--- src/rtl/mips_pkg.sv ---
// Shared definitions for the MIPS32 pipeline front end.
//   NOP_INSTR        - encoding of sll $0,$0,0, used to fill pipeline bubbles
//   RESET_PC_DEFAULT - default program counter after reset
//   WORD_BYTES       - bytes per instruction word (PC increment)
//   ifid_sel_e       - what the IF/ID register does on the next clock edge
package mips_pkg;

    localparam logic [31:0] NOP_INSTR        = 32'h0000_0000;
    localparam logic [31:0] RESET_PC_DEFAULT = 32'h0000_0000;
    localparam logic [31:0] WORD_BYTES       = 32'd4;

    typedef enum logic [1:0] {
        IFID_LOAD   = 2'd0,  // capture fetched word and PC+4
        IFID_HOLD   = 2'd1,  // keep current content (stall)
        IFID_BUBBLE = 2'd2,  // squash after a redirect
        IFID_FAULT  = 2'd3   // bubble marked as coming from a faulting PC
    } ifid_sel_e;

endpackage

--- src/rtl/pc_next_sel.sv ---
// Next-PC priority mux for the fetch stage (purely combinational).
// Ports:
//   pc          in  32  current fetch PC
//   fault       in  1   current PC is misaligned or outside instruction memory
//   stall       in  1   hazard unit hold request
//   id_redirect in  1   jump resolved in ID, target id_target
//   ex_redirect in  1   taken branch resolved in EX, target ex_target
//   next_pc     out 32  PC value to load on the next edge
//   ifid_sel    out 2   action for the IF/ID register on the next edge
// Priority, highest first: ex_redirect > id_redirect > stall > fault > sequential.
import mips_pkg::*;

module pc_next_sel (
    input  logic [31:0] pc,
    input  logic        fault,
    input  logic        stall,
    input  logic        id_redirect,
    input  logic [31:0] id_target,
    input  logic        ex_redirect,
    input  logic [31:0] ex_target,
    output logic [31:0] next_pc,
    output ifid_sel_e   ifid_sel
);

    always_comb begin
        next_pc  = pc;
        ifid_sel = IFID_LOAD;
        if (ex_redirect) begin
            // The EX branch belongs to an older instruction than the ID jump.
            next_pc  = ex_target;
            ifid_sel = IFID_BUBBLE;
        end else if (id_redirect) begin
            next_pc  = id_target;
            ifid_sel = IFID_BUBBLE;
        end else if (stall) begin
            next_pc  = pc;
            ifid_sel = IFID_HOLD;
        end else if (fault) begin
            // Park on the faulting PC until a redirect or reset arrives.
            next_pc  = pc;
            ifid_sel = IFID_FAULT;
        end else begin
            next_pc  = pc + WORD_BYTES;
            ifid_sel = IFID_LOAD;
        end
    end

endmodule

--- src/rtl/instruction_fetch.sv ---
// IF stage of the MIPS32 pipeline. Owns the PC, presents it to instruction
// memory, and registers the returned word into IF/ID.
// Parameters:
//   RESET_PC   PC value after reset
//   MEM_WORDS  instruction-memory depth in words; valid byte range 0..MEM_WORDS*4-4
// Ports:
//   clk, reset          clock (rising edge), asynchronous active-high reset
//   imem_addr   out 32  byte address to instruction memory (always equals pc)
//   imem_instr  in  32  instruction word for imem_addr, same cycle
//   stall       in  1   hold PC and IF/ID
//   id_redirect in  1   jump from ID, target id_target
//   ex_redirect in  1   taken branch from EX, target ex_target
//   pc          out 32  current fetch PC
//   ifid_instr  out 32  registered instruction
//   ifid_pc4    out 32  registered PC+4 of that instruction
//   ifid_valid  out 1   IF/ID holds a real instruction
//   ifid_fault  out 1   IF/ID slot came from a faulting PC
import mips_pkg::*;

module instruction_fetch #(
    parameter logic [31:0] RESET_PC  = RESET_PC_DEFAULT,
    parameter int          MEM_WORDS = 256
) (
    input  logic        clk,
    input  logic        reset,
    output logic [31:0] imem_addr,
    input  logic [31:0] imem_instr,
    input  logic        stall,
    input  logic        id_redirect,
    input  logic [31:0] id_target,
    input  logic        ex_redirect,
    input  logic [31:0] ex_target,
    output logic [31:0] pc,
    output logic [31:0] ifid_instr,
    output logic [31:0] ifid_pc4,
    output logic        ifid_valid,
    output logic        ifid_fault
);

    localparam logic [31:0] LAST_ADDR = 32'(MEM_WORDS * 4 - 4);

    logic [31:0] pc_q;
    logic [31:0] next_pc;
    logic [31:0] pc_plus4;
    logic        fault;
    ifid_sel_e   ifid_sel;

    // Redirect targets are loaded unchecked; the fault shows up on the
    // following fetch cycle when that PC is evaluated here.
    assign fault    = (pc_q[1:0] != 2'b00) || (pc_q > LAST_ADDR);
    assign pc_plus4 = pc_q + WORD_BYTES;

    // Address comes straight from the PC register: no input-to-address path.
    assign imem_addr = pc_q;
    assign pc        = pc_q;

    pc_next_sel u_sel (
        .pc          (pc_q),
        .fault       (fault),
        .stall       (stall),
        .id_redirect (id_redirect),
        .id_target   (id_target),
        .ex_redirect (ex_redirect),
        .ex_target   (ex_target),
        .next_pc     (next_pc),
        .ifid_sel    (ifid_sel)
    );

    always_ff @(posedge clk or posedge reset) begin
        if (reset) begin
            pc_q <= RESET_PC;
        end else begin
            pc_q <= next_pc;
        end
    end

    always_ff @(posedge clk or posedge reset) begin
        if (reset) begin
            ifid_instr <= NOP_INSTR;
            ifid_pc4   <= 32'h0;
            ifid_valid <= 1'b0;
            ifid_fault <= 1'b0;
        end else begin
            case (ifid_sel)
                IFID_LOAD: begin
                    ifid_instr <= imem_instr;
                    ifid_pc4   <= pc_plus4;
                    ifid_valid <= 1'b1;
                    ifid_fault <= 1'b0;
                end
                IFID_HOLD: begin
                    ifid_instr <= ifid_instr;
                    ifid_pc4   <= ifid_pc4;
                    ifid_valid <= ifid_valid;
                    ifid_fault <= ifid_fault;
                end
                IFID_BUBBLE: begin
                    ifid_instr <= NOP_INSTR;
                    ifid_pc4   <= 32'h0;
                    ifid_valid <= 1'b0;
                    ifid_fault <= 1'b0;
                end
                default: begin  // IFID_FAULT: memory word ignored, may alias
                    ifid_instr <= NOP_INSTR;
                    ifid_pc4   <= 32'h0;
                    ifid_valid <= 1'b0;
                    ifid_fault <= 1'b1;
                end
            endcase
        end
    end

endmodule

--- config.mk ---
export PLATFORM = sky130hd
export DESIGN_NAME = instruction_fetch
export DESIGN_NICKNAME = d
export VERILOG_FILES = /design/src/rtl/mips_pkg.sv /design/src/rtl/pc_next_sel.sv /design/src/rtl/instruction_fetch.sv
export SDC_FILE = /design/constraint.sdc
export NUM_CORES = 1
export LEC_CHECK = 0
export ABC_AREA = 1
export ABC_CLOCK_PERIOD_IN_PS = 9200
export CAP_MARGIN = 0
export CORE_MARGIN = 2
export CORE_UTILIZATION = 47
export DETAILED_ROUTE_END_ITERATION = 12
export GPL_ROUTABILITY_DRIVEN = 0
export PLACE_DENSITY = 0.87
export SLEW_MARGIN = 20
export SYNTH_ARGS = -nofsm -noshare
export SYNTH_HDL_FRONTEND = slang
export SYNTH_SLANG_ARGS = --single-unit
--- constraint.sdc ---
create_clock -name clk -period 9.2 [get_ports clk]
set_input_delay 1.38 -clock clk [delete_from_list [all_inputs] [get_ports clk]]
set_output_delay 1.38 -clock clk [all_outputs]
set_load 0.005 [all_outputs]
# --- After elaboration in Yosys (flattened, before gate mapping) ---
# Cells that the tools add are included.
# W data, S select, Z words.
classes:
  n_addsub: 1
  muxes: 12
  eq_ne: 4
  order_cmp: 1
  n_reduce_logical: 5
op_table:
  columns: ["op", "count"]
  rows:
  - ["$mux W32", 4]
  - ["$pmux W32 S2", 2]
  - ["$add A32 B3 Y32 const B", 1]
  - ["$gt A32 B10 Y1 const B", 1]
  - ["$mux W2", 4]
  - ["$pmux W1 S2", 2]
  - ["$ne A3 B1 Y1 const B", 1]
  - ["$ne A3 B3 Y1 const B", 1]
  - ["$eq A2 B1 Y1 const B", 1]
  - ["$eq A2 B2 Y1 const B", 1]
  - ["$logic_not A2 Y1", 1]
  - ["$reduce_and A2 Y1", 1]
  - ["$reduce_bool A2 Y1", 1]
  - ["$reduce_or A2 Y1", 1]
  - ["$logic_or A1 B1 Y1", 1]
totals:
  reg_bits: 98
  word_cells: 28
  in_bits: 101
  output_inout_bits: 130

# --- Longest topological paths before layout ---
# Gate-level depths: netlist of run 1.
depth:
  ltp_word: 9
  mapped_depth: 12
  depth_no_buf: 12

# --- By module ---
# A second synthesis of run 1 with hierarchy kept.
hier_totals:
  hier_cells: 777
  area_unflattened_um2: 5918.2
by_module_without_submodules:
  columns: ["mod", "seq_area_each_um2", "cells_each", "instances", "area_each_um2"]
  rows:
  - ["instruction_fetch", 2452.4, 459, 1, 4289.1]
  - ["pc_next_sel", 0.0, 318, 1, 1629.1]

# --- Worst setup path after synthesis of run 1 ---
# OpenSTA, ideal clock, no wires.
synth_path:
  kind: "input to register"
  start: "in stall"
  end: "reg pc_q[4], in the netlist imem_addr[4]"
  cell_stages: 8
  t_required_ns: 9.083
  arrival_time_ns: 2.283
  n_path_buf: 2
  setup_slack_ns: 6.800
  setup_ns: 0.117
  cell_sequence: "buf_2 nor3_1 nand3b_1 nor2_4 nor2_4 buf_2 nand2_1 nand2_1"
synth_between:
  elab_chain_cells: 2
synth_rtl:
  columns: ["item", "line_no", "source"]
  rows:
  - ["from (decl)", "instruction_fetch.sv:28", "input logic stall,"]
  - ["$ne A3 B1 Y1 (no line)", null, null]
  - ["$reduce_and A2 Y1 (no line)", null, null]
  - ["to (signal assigned)", "instruction_fetch.sv:73", "pc_q <= next_pc;"]
  - ["to (decl)", "instruction_fetch.sv:42", "logic [31:0] pc_q;"]
# No other way between the ends.
# A chain may end at the register's enable or synchronous reset.

# --- Worst setup path after layout of run 1 ---
layout_path:
  start: "in id_redirect"
  end: "reg ifid_fault"
layout_between:
  elab_chain_cells: 5
  elab_cells_between_ends: 7
  classes_between: "2 x eq/ne; 3 x mux; 2 x reduce/logical"
layout_rtl:
  columns: ["item", "line_no", "source"]
  rows:
  - ["from (decl)", "instruction_fetch.sv:29", "input logic id_redirect,"]
  - ["$mux W2 *", "pc_next_sel.sv:32", "end else if (id_redirect) begin"]
  - ["$mux W2 *", "pc_next_sel.sv:28", "if (ex_redirect) begin"]
  - ["$eq A2 B2 Y1 or $logic_not A2 Y1 (tied branches)", "instruction_fetch.sv:84", "case (ifid_sel)"]
  - ["$reduce_or A2 Y1 (no line)", null, null]
  - ["$pmux W1 S2", "instruction_fetch.sv:84", null]
  - ["to (signal assigned)", "instruction_fetch.sv:95", "ifid_fault <= ifid_fault;"]
  - ["to (decl)", "instruction_fetch.sv:37", "output logic ifid_fault"]
# Every way passes the cells marked *; elsewhere a longest branch is shown, timed or not.

==> impl_summary.txt, run 1 <==
----------------------------------------------------
[Timing]
  Max transition margin ... a little under a third
  Post-route clock skew ... about 0.011 ns
  Number of max-slew violations in the final report ... 0
  Setup repair after global routing missed its margin ... false
  Final count of negative-setup-slack endpoints ... 0
  Final TNS setup ... 0 ns
  Fraction of the cycle the final worst path needs ... a little over two fifths
  Slack of the critical path ... around 5.2 ns
  Hold Fails Final Rpt ... 0
  Fmax achieved ... 248 MHz
  Fin crit period ... 4.02 ns
  Tightest Pin Transition ... 1.04 ns

[Synthesis]
  Dominant combinational cell family by area after synthesis ... simple AND/OR/NAND/NOR gates
  Synthesis Warnings ... 0
  Number of enable flip-flop cells after synthesis ... 0
  Synth top area share ... roughly 44%
  Share of cell area taken by muxes after synthesis ... less than 1%
  Synthesized netlist cell count ... 789
  Compound-gate portion of the synthesized area ... ~3.7%
  Post-Synth Simple-Gate Area ... between 30% and 40%
  Dominant cells by area after synthesis ... dfrtp_1 44%, nand2_1 19%, nand3_1 9.8%, nor2_1 8.1%, buf_4 4.3%
  Count of distinct cell types in the synthesized netlist ... 32
  Syn avg cell area ... ~7 µm²
  Total nets after synthesis ... approximately 890
  Synthesized-area fraction occupied by adder cells ... less than 1%
  Fraction of the yosys area taken by sequential cells ... 44.3%
  Cell accounting for the most synthesized area ... dfrtp_1
  Xor/xnor share of the synthesized area ... under 10%
  Fraction of synthesis flops using an asynchronous set or reset pin ... 100%
  Commonest register cell after synthesis ... dfrtp_1
  Cell area after technology mapping ... 5540 µm²
  Number of flip-flops and latches in the synthesized netlist ... 98

[Layout]
  Most common library cell in the layout ignoring fill and taps ... nand2_1
  Non-filler cells in the finished layout ... about 1.1k
  Net count, final ... 1,068
  Share of post-route cells with drive strength above 1 ... about 3.4%
  Layout overhead on the synthesized area ... 43.1%
  Inserted Diodes ... 0
  Most frequent cells in the layout ... 274 x nand2_1, 229 x clkdlybuf4s50_1, 119 x nor2_1
  Final core utilization ... between 60% and 70%
  Filler cells ... 953

[Clock tree]
  Post-CTS setup buffers ... 0
  Clock latency at the later pin of the worst-skew pair ... 0.35 ns
  Clock slew at the register clock pins of the worst setup and hold paths ... 0.07 ns
  Buffer cell driving the clock tree root ... clkbuf_16
  Clock Sink Count ... 98
  Number of buffers inserted for hold repair after clock tree synthesis ... 0
  Largest buffer count on any clock path ... 2
  Number of resized instances in the post-cts repair step ... 0
  Inserted Clock Buffers ... 9
  CTS tree ... yes
  Number of H-tree branching levels ... 3

[Global routing]
  Overall Global Routing Usage ... about a quarter
  Global-route wire length before repair ... around 27,000 µm
  Remaining global-route overflow ... 0
  Initial antenna violation count ... 0
  Vias in the first global route ... about 5.4k
  Maximum number of pins on one net before global-route repair ... 88

[Setup path]
  Crit path max fanout ... 87
  Crit start category ... primary input
  Req. time, crit path ... 9.46 ns
  Arrival time at the worst endpoint ... approximately 4.3 ns
  Kind of critical path ... primary input to register
  Crit end category ... register

[Die]
  Std cell rows ... 39
  # IOs ... 231
  Full die area ... around 13,000 µm²
  Total core area ... around 11,000 µm²
  Height of the die ... approximately 110 µm
  Initial core utilization ... 48.3%
  Die Span X ... between 100 and 150 µm

[Detailed routing]
  Routed WL ... 16,700 µm
  Initial DRC Count ... 582
  ANT nets after route ... 0
  Detailed-route via count ... 5,651
  Via density per instance ... 5.07
  Average detailed-routed wire length per instance ... about 15 µm
  Iteration count of the initial detailed-routing pass ... 5
  DRC errors left ... 0

[Placement]
  Buffers on Ports ... 230
  Half-perimeter wire length after detailed placement ... between 10,000 and 15,000 µm
  Placed insts ... 1,098
  Worst slack after detailed placement ... about 4.8 ns

[Status]
  Outcome ... complete, no violations

[Pwr]
  Maximum resistive drop on vdd ... about 0.093 mV
  Power density of the placed cells ... roughly 140 nW/µm²
  Reported leakage power ... between 0.003 and 0.004 µW

[Flow run]
  Number of maximum-capacitance constraint violations ... 0

[Min path]
  Path class of the lowest-slack min-delay path ... register to register

----------------------------------------------------
## registers in the layout (all words and copies together) (netlist names)
name        count
ifid_pc4       32
ifid_instr     32
ifid_valid      1
ifid_fault      1
imem_addr      32
## where the power goes
| group | switching, µW | internal (µW) |
|---|---|---|
| registers | 38.0 | 447 |
| logic | 103 | 127 |
| clock network | 177 | 188 |
## layout make-up
cell class | instances | area (µm²) | area share, %
Clock inverter | 7 | 57.6 | 0.726
Tap cell | 143 | 179 | 2.26
Multi-Input combinational cell | 571 | 2480 | 31.3
Sequential cell | 98 | 2450 | 30.9
Timing Repair Buffer | 235 | 2340 | 29.5
Inverter | 51 | 194 | 2.45
Clock buffer | 9 | 225 | 2.84
## synth_stat cells, types with 2 or more instances
| cell | number |
|---|---|
| xnor2_1 | 4 |
| o21bai_1 | 3 |
| nor3_1 | 3 |
| a21oi_1 | 17 |
| inv_2 | 2 |
| nand3b_1 | 3 |
| buf_2 | 7 |
| o21ai_0 | 8 |
| nand2_1 | 274 |
| clkbuf_1 | 23 |
| o21ai_1 | 4 |
| nand4_1 | 3 |
| xor2_1 | 6 |
| mux2i_1 | 2 |
| dfrtp_1 | 98 |
| nand3_1 | 109 |
| nor2_2 | 4 |
| buf_1 | 2 |
| a31oi_1 | 2 |
| nor2_4 | 2 |
| buf_4 | 32 |
| nor2_1 | 120 |
| buf_6 | 5 |
| inv_1 | 48 |
## worst max-delay path, stage by stage
cell and delay, ns:
clkdlybuf4s50_1 0.40, buf_4 0.24, nor2_4 0.13, buf_4 0.61
inv_1 0.20, nor2_4 0.82, inv_2 0.23, o21ai_0 0.24
## per-stage QoR
step	cell area, µm²	hold WS, ns	power [µW]
floorplan	5540	0.494	602
global placement	7640	0.481	719
detailed placement	7640	0.485	722
CTS	7920	0.496	1090
global route	7920	0.513	1130
finish	7920	0.494	1080
## metal layers
metal  track usage (%)  up-vias  routed length, µm  part of all wire, %
met5                 0        -                  0                    0
met4              8.94        0                294                  1.8
met3              5.40       22               1180                  7.1
met2              44.6      245               8140                   49
met1              34.6     2586               7060                   42
li1                  -     2798                  -                    -
## cell families after synthesis
logic type | Yosys count
AND/OR/NAND/NOR | 521
AO/OA/AOI/OAI | 37
XOR/XNOR | 10
multiplexers | 2
buffers and inverters | 120
flip-flops | 98
adder cells (fa/ha/maj) | 1
## path summary, 6_finish.rpt
check	cells after the start	start	endpoint	slack, ns
setup reg to reg	8	imem_addr[22]$_DFFE_PP0P_	ifid_fault$_DFFE_PP0P_	6.64
hold reg to reg	2	ifid_pc4[13]$_DFFE_PP0P_	ifid_pc4[13]$_DFFE_PP0P_	0.49
min in group asynchronous	2	reset	ifid_pc4[0]$_DFFE_PP0P_	1.31
hold / removal	2	ifid_pc4[13]$_DFFE_PP0P_	ifid_pc4[13]$_DFFE_PP0P_	0.49
max in group asynchronous	3	reset	ifid_instr[2]$_DFFE_PP0P_	6.86
setup / recovery	8	id_redirect	ifid_fault$_DFFE_PP0P_	5.18
Note: power is estimated with default switching activity, not from simulation.
==> run 2: changes to the inputs <==
- ABC_CLOCK_PERIOD_IN_PS: 9200 -> 4000
- CORE_UTILIZATION: 47 -> 44
- PLACE_DENSITY: 0.87 -> 0.82
- clock period: 9.2 -> 4 ns (I/O delays scaled with it)
==> impl_summary.txt, run 2 (synthesis results as in run 1) <==
----------------------------------------------------
[Clock tree]
  Buffer cell driving the clock tree root ... clkbuf_16
  Clock Sink Count ... just under 100
  Clock latency at the later pin of the worst-skew pair ... 0.35 ns
  Largest buffer count on any clock path ... 2
  CTS tree ... yes
  Clock slew at the register clock pins of the worst setup and hold paths ... ~0.07 ns
  Post-CTS setup buffers ... 0
  Number of buffers inserted for hold repair after clock tree synthesis ... 0
  Inserted Clock Buffers ... 9
  Number of H-tree branching levels ... 3
  Number of resized instances in the post-cts repair step ... 0

[Pwr]
  Maximum resistive drop on vdd ... around 0.2 mV
  Power density of the placed cells ... 311 nW/µm²
  Reported leakage power ... 0.00369 µW

[Die]
  Die Span X ... between 100 and 150 µm
  Full die area ... 13,500 µm²
  Total core area ... 12,200 µm²
  Std cell rows ... 40
  Initial core utilization ... a little under half
  # IOs ... roughly 230
  Height of the die ... 116 µm

[Placement]
  Worst slack after detailed placement ... roughly 1.1 ns
  Half-perimeter wire length after detailed placement ... about 13,000 µm
  Buffers on Ports ... between 200 and 250
  Area post-placement ... 7720 µm²

[Global routing]
  Overall Global Routing Usage ... between 20% and 30%
  Vias in the first global route ... 5,241
  Global-route wire length before repair ... around 27,000 µm
  Initial antenna violation count ... 0
  Maximum number of pins on one net before global-route repair ... 84
  Remaining global-route overflow ... 0

[Layout]
  Most common library cell in the layout ignoring fill and taps ... nand2_1
  Inserted Diodes ... 0
  Most frequent cells in the layout ... 274 x nand2_1, 229 x clkdlybuf4s50_1, 119 x nor2_1
  Non-Filler Cell Area, Final ... between 8000 and 9000 µm²
  Filler cells ... roughly 1.0k
  Layout overhead on the synthesized area ... 44.5%
  FF+latch area ... roughly 2500 µm²
  Share of post-route cells with drive strength above 1 ... slightly above 4%
  Net count, final ... around 1.1k
  Multi-input combinational cell area ... between 2000 and 2500 µm²

[Setup path]
  Slowest stage delay, CP ... about 0.8 ns
  Buffers & Inverters on Critical Path ... 2
  Critical-path cell list ... clkdlybuf4s50_1 -> nor2_4 -> buf_4 -> nand2_1 -> o21ai_1
  Top cell family by delay on the critical path ... buffers and inverters
  Crit start category ... primary input
  Arrival time at the worst endpoint ... roughly 2.8 ns
  CP max stage cell ... clkdlybuf4s50_1
  Req. time, crit path ... around 4.3 ns
  Kind of critical path ... primary input to register
  Crit end category ... register
  Crit path max fanout ... 83

[Detailed routing]
  Routed WL ... between 15,000 and 20,000 µm
  Average detailed-routed wire length per instance ... 15.0 µm
  DRC errors left ... 0
  Met2 wire length ... ~8300 µm
  Via density per instance ... roughly 5.0
  Detailed-route via count ... 5,707
  Met3 WL ... 1520 µm
  Met1 Routed Length ... 7060 µm
  Iteration count of the initial detailed-routing pass ... 5
  ANT nets after route ... 0
  Uppermost signal routing layer after detailed routing ... met4
  Initial DRC Count ... around 440

[Timing]
  Slack of the critical path ... 1.47 ns
  Tightest Pin Transition ... 0.792 ns
  Final TNS setup ... 0 ns
  Setup repair after global routing missed its margin ... false
  Final count of negative-setup-slack endpoints ... 0
  Max transition margin ... a little under half
  Fraction of the cycle the final worst path needs ... 63.2%
  Fmax achieved ... around 400 MHz
  Fin crit period ... between 2 and 3 ns
  Hold Fails Final Rpt ... 0
  Post-route clock skew ... 0.00861 ns
  Number of max-slew violations in the final report ... 0

[Status]
  Outcome ... complete, no violations

[Flow run]
  Number of maximum-capacitance constraint violations ... 0

[Min path]
  Path class of the lowest-slack min-delay path ... register to register

----------------------------------------------------
run 2: changes by cell type in the layout (fill, tap and decap cells not counted), sizes merged:
cell / delta
buf: +7
run 2: routing by layer:
layer  GRT usage (%)  vias up
met3            5.71       19
met1            31.8     2610
li1                -     2820
met5               0        -
met2            43.7      258
met4            6.90        0
run 2: final cells by class:
cell class | count | share of cell area (%)
Multi-Input combinational cell | 571 | 31.0
Sequential cell | 98 | 30.6
Timing Repair Buffer | 242 | 29.8
Clock buffer | 9 | 2.81
Tap cell | 168 | 2.63
Inverter | 51 | 2.42
Clock inverter | 7 | 0.719
run 2: metrics by stage:
stage | std cells | power [µW] | hold WS [ns] | util, %
CTS | 1146 | 2490 | 0.495 | 65.8
finish | 1146 | 2490 | 0.492 | 65.8
detailed placement | 1130 | 1660 | 0.483 | 63.5
global route | 1146 | 2610 | 0.504 | 65.8
floorplan | 789 | 1380 | 0.494 | -
global placement | 1130 | 1660 | 0.481 | 63.5
run 2: tightest hold or removal path: stages (launching register included):
cell and delay [ns]:
dfrtp_1 0.37, inv_1 0.05, nor2_1 0.04
run 2: path summary, 6_finish.rpt:
check,slack [ns],start,cells after the start,end
min reg2reg,0.49,ifid_pc4[26]$_DFFE_PP0P_,2,ifid_pc4[26]$_DFFE_PP0P_
max reg2reg,1.83,imem_addr[16]$_DFFE_PP0P_,10,imem_addr[25]$_DFFE_PP0P_
max,1.47,id_redirect,5,ifid_pc4[8]$_DFFE_PP0P_
min in group asynchronous,0.72,reset,2,ifid_pc4[24]$_DFFE_PP0P_
max in group asynchronous,2.48,reset,3,imem_addr[28]$_DFFE_PP0P_
min,0.49,ifid_pc4[26]$_DFFE_PP0P_,2,ifid_pc4[26]$_DFFE_PP0P_
run 2: where the power goes:
part	internal [µW]	switching (µW)
Combinational	295	239
Sequential	1030	85.6
Clock	433	407
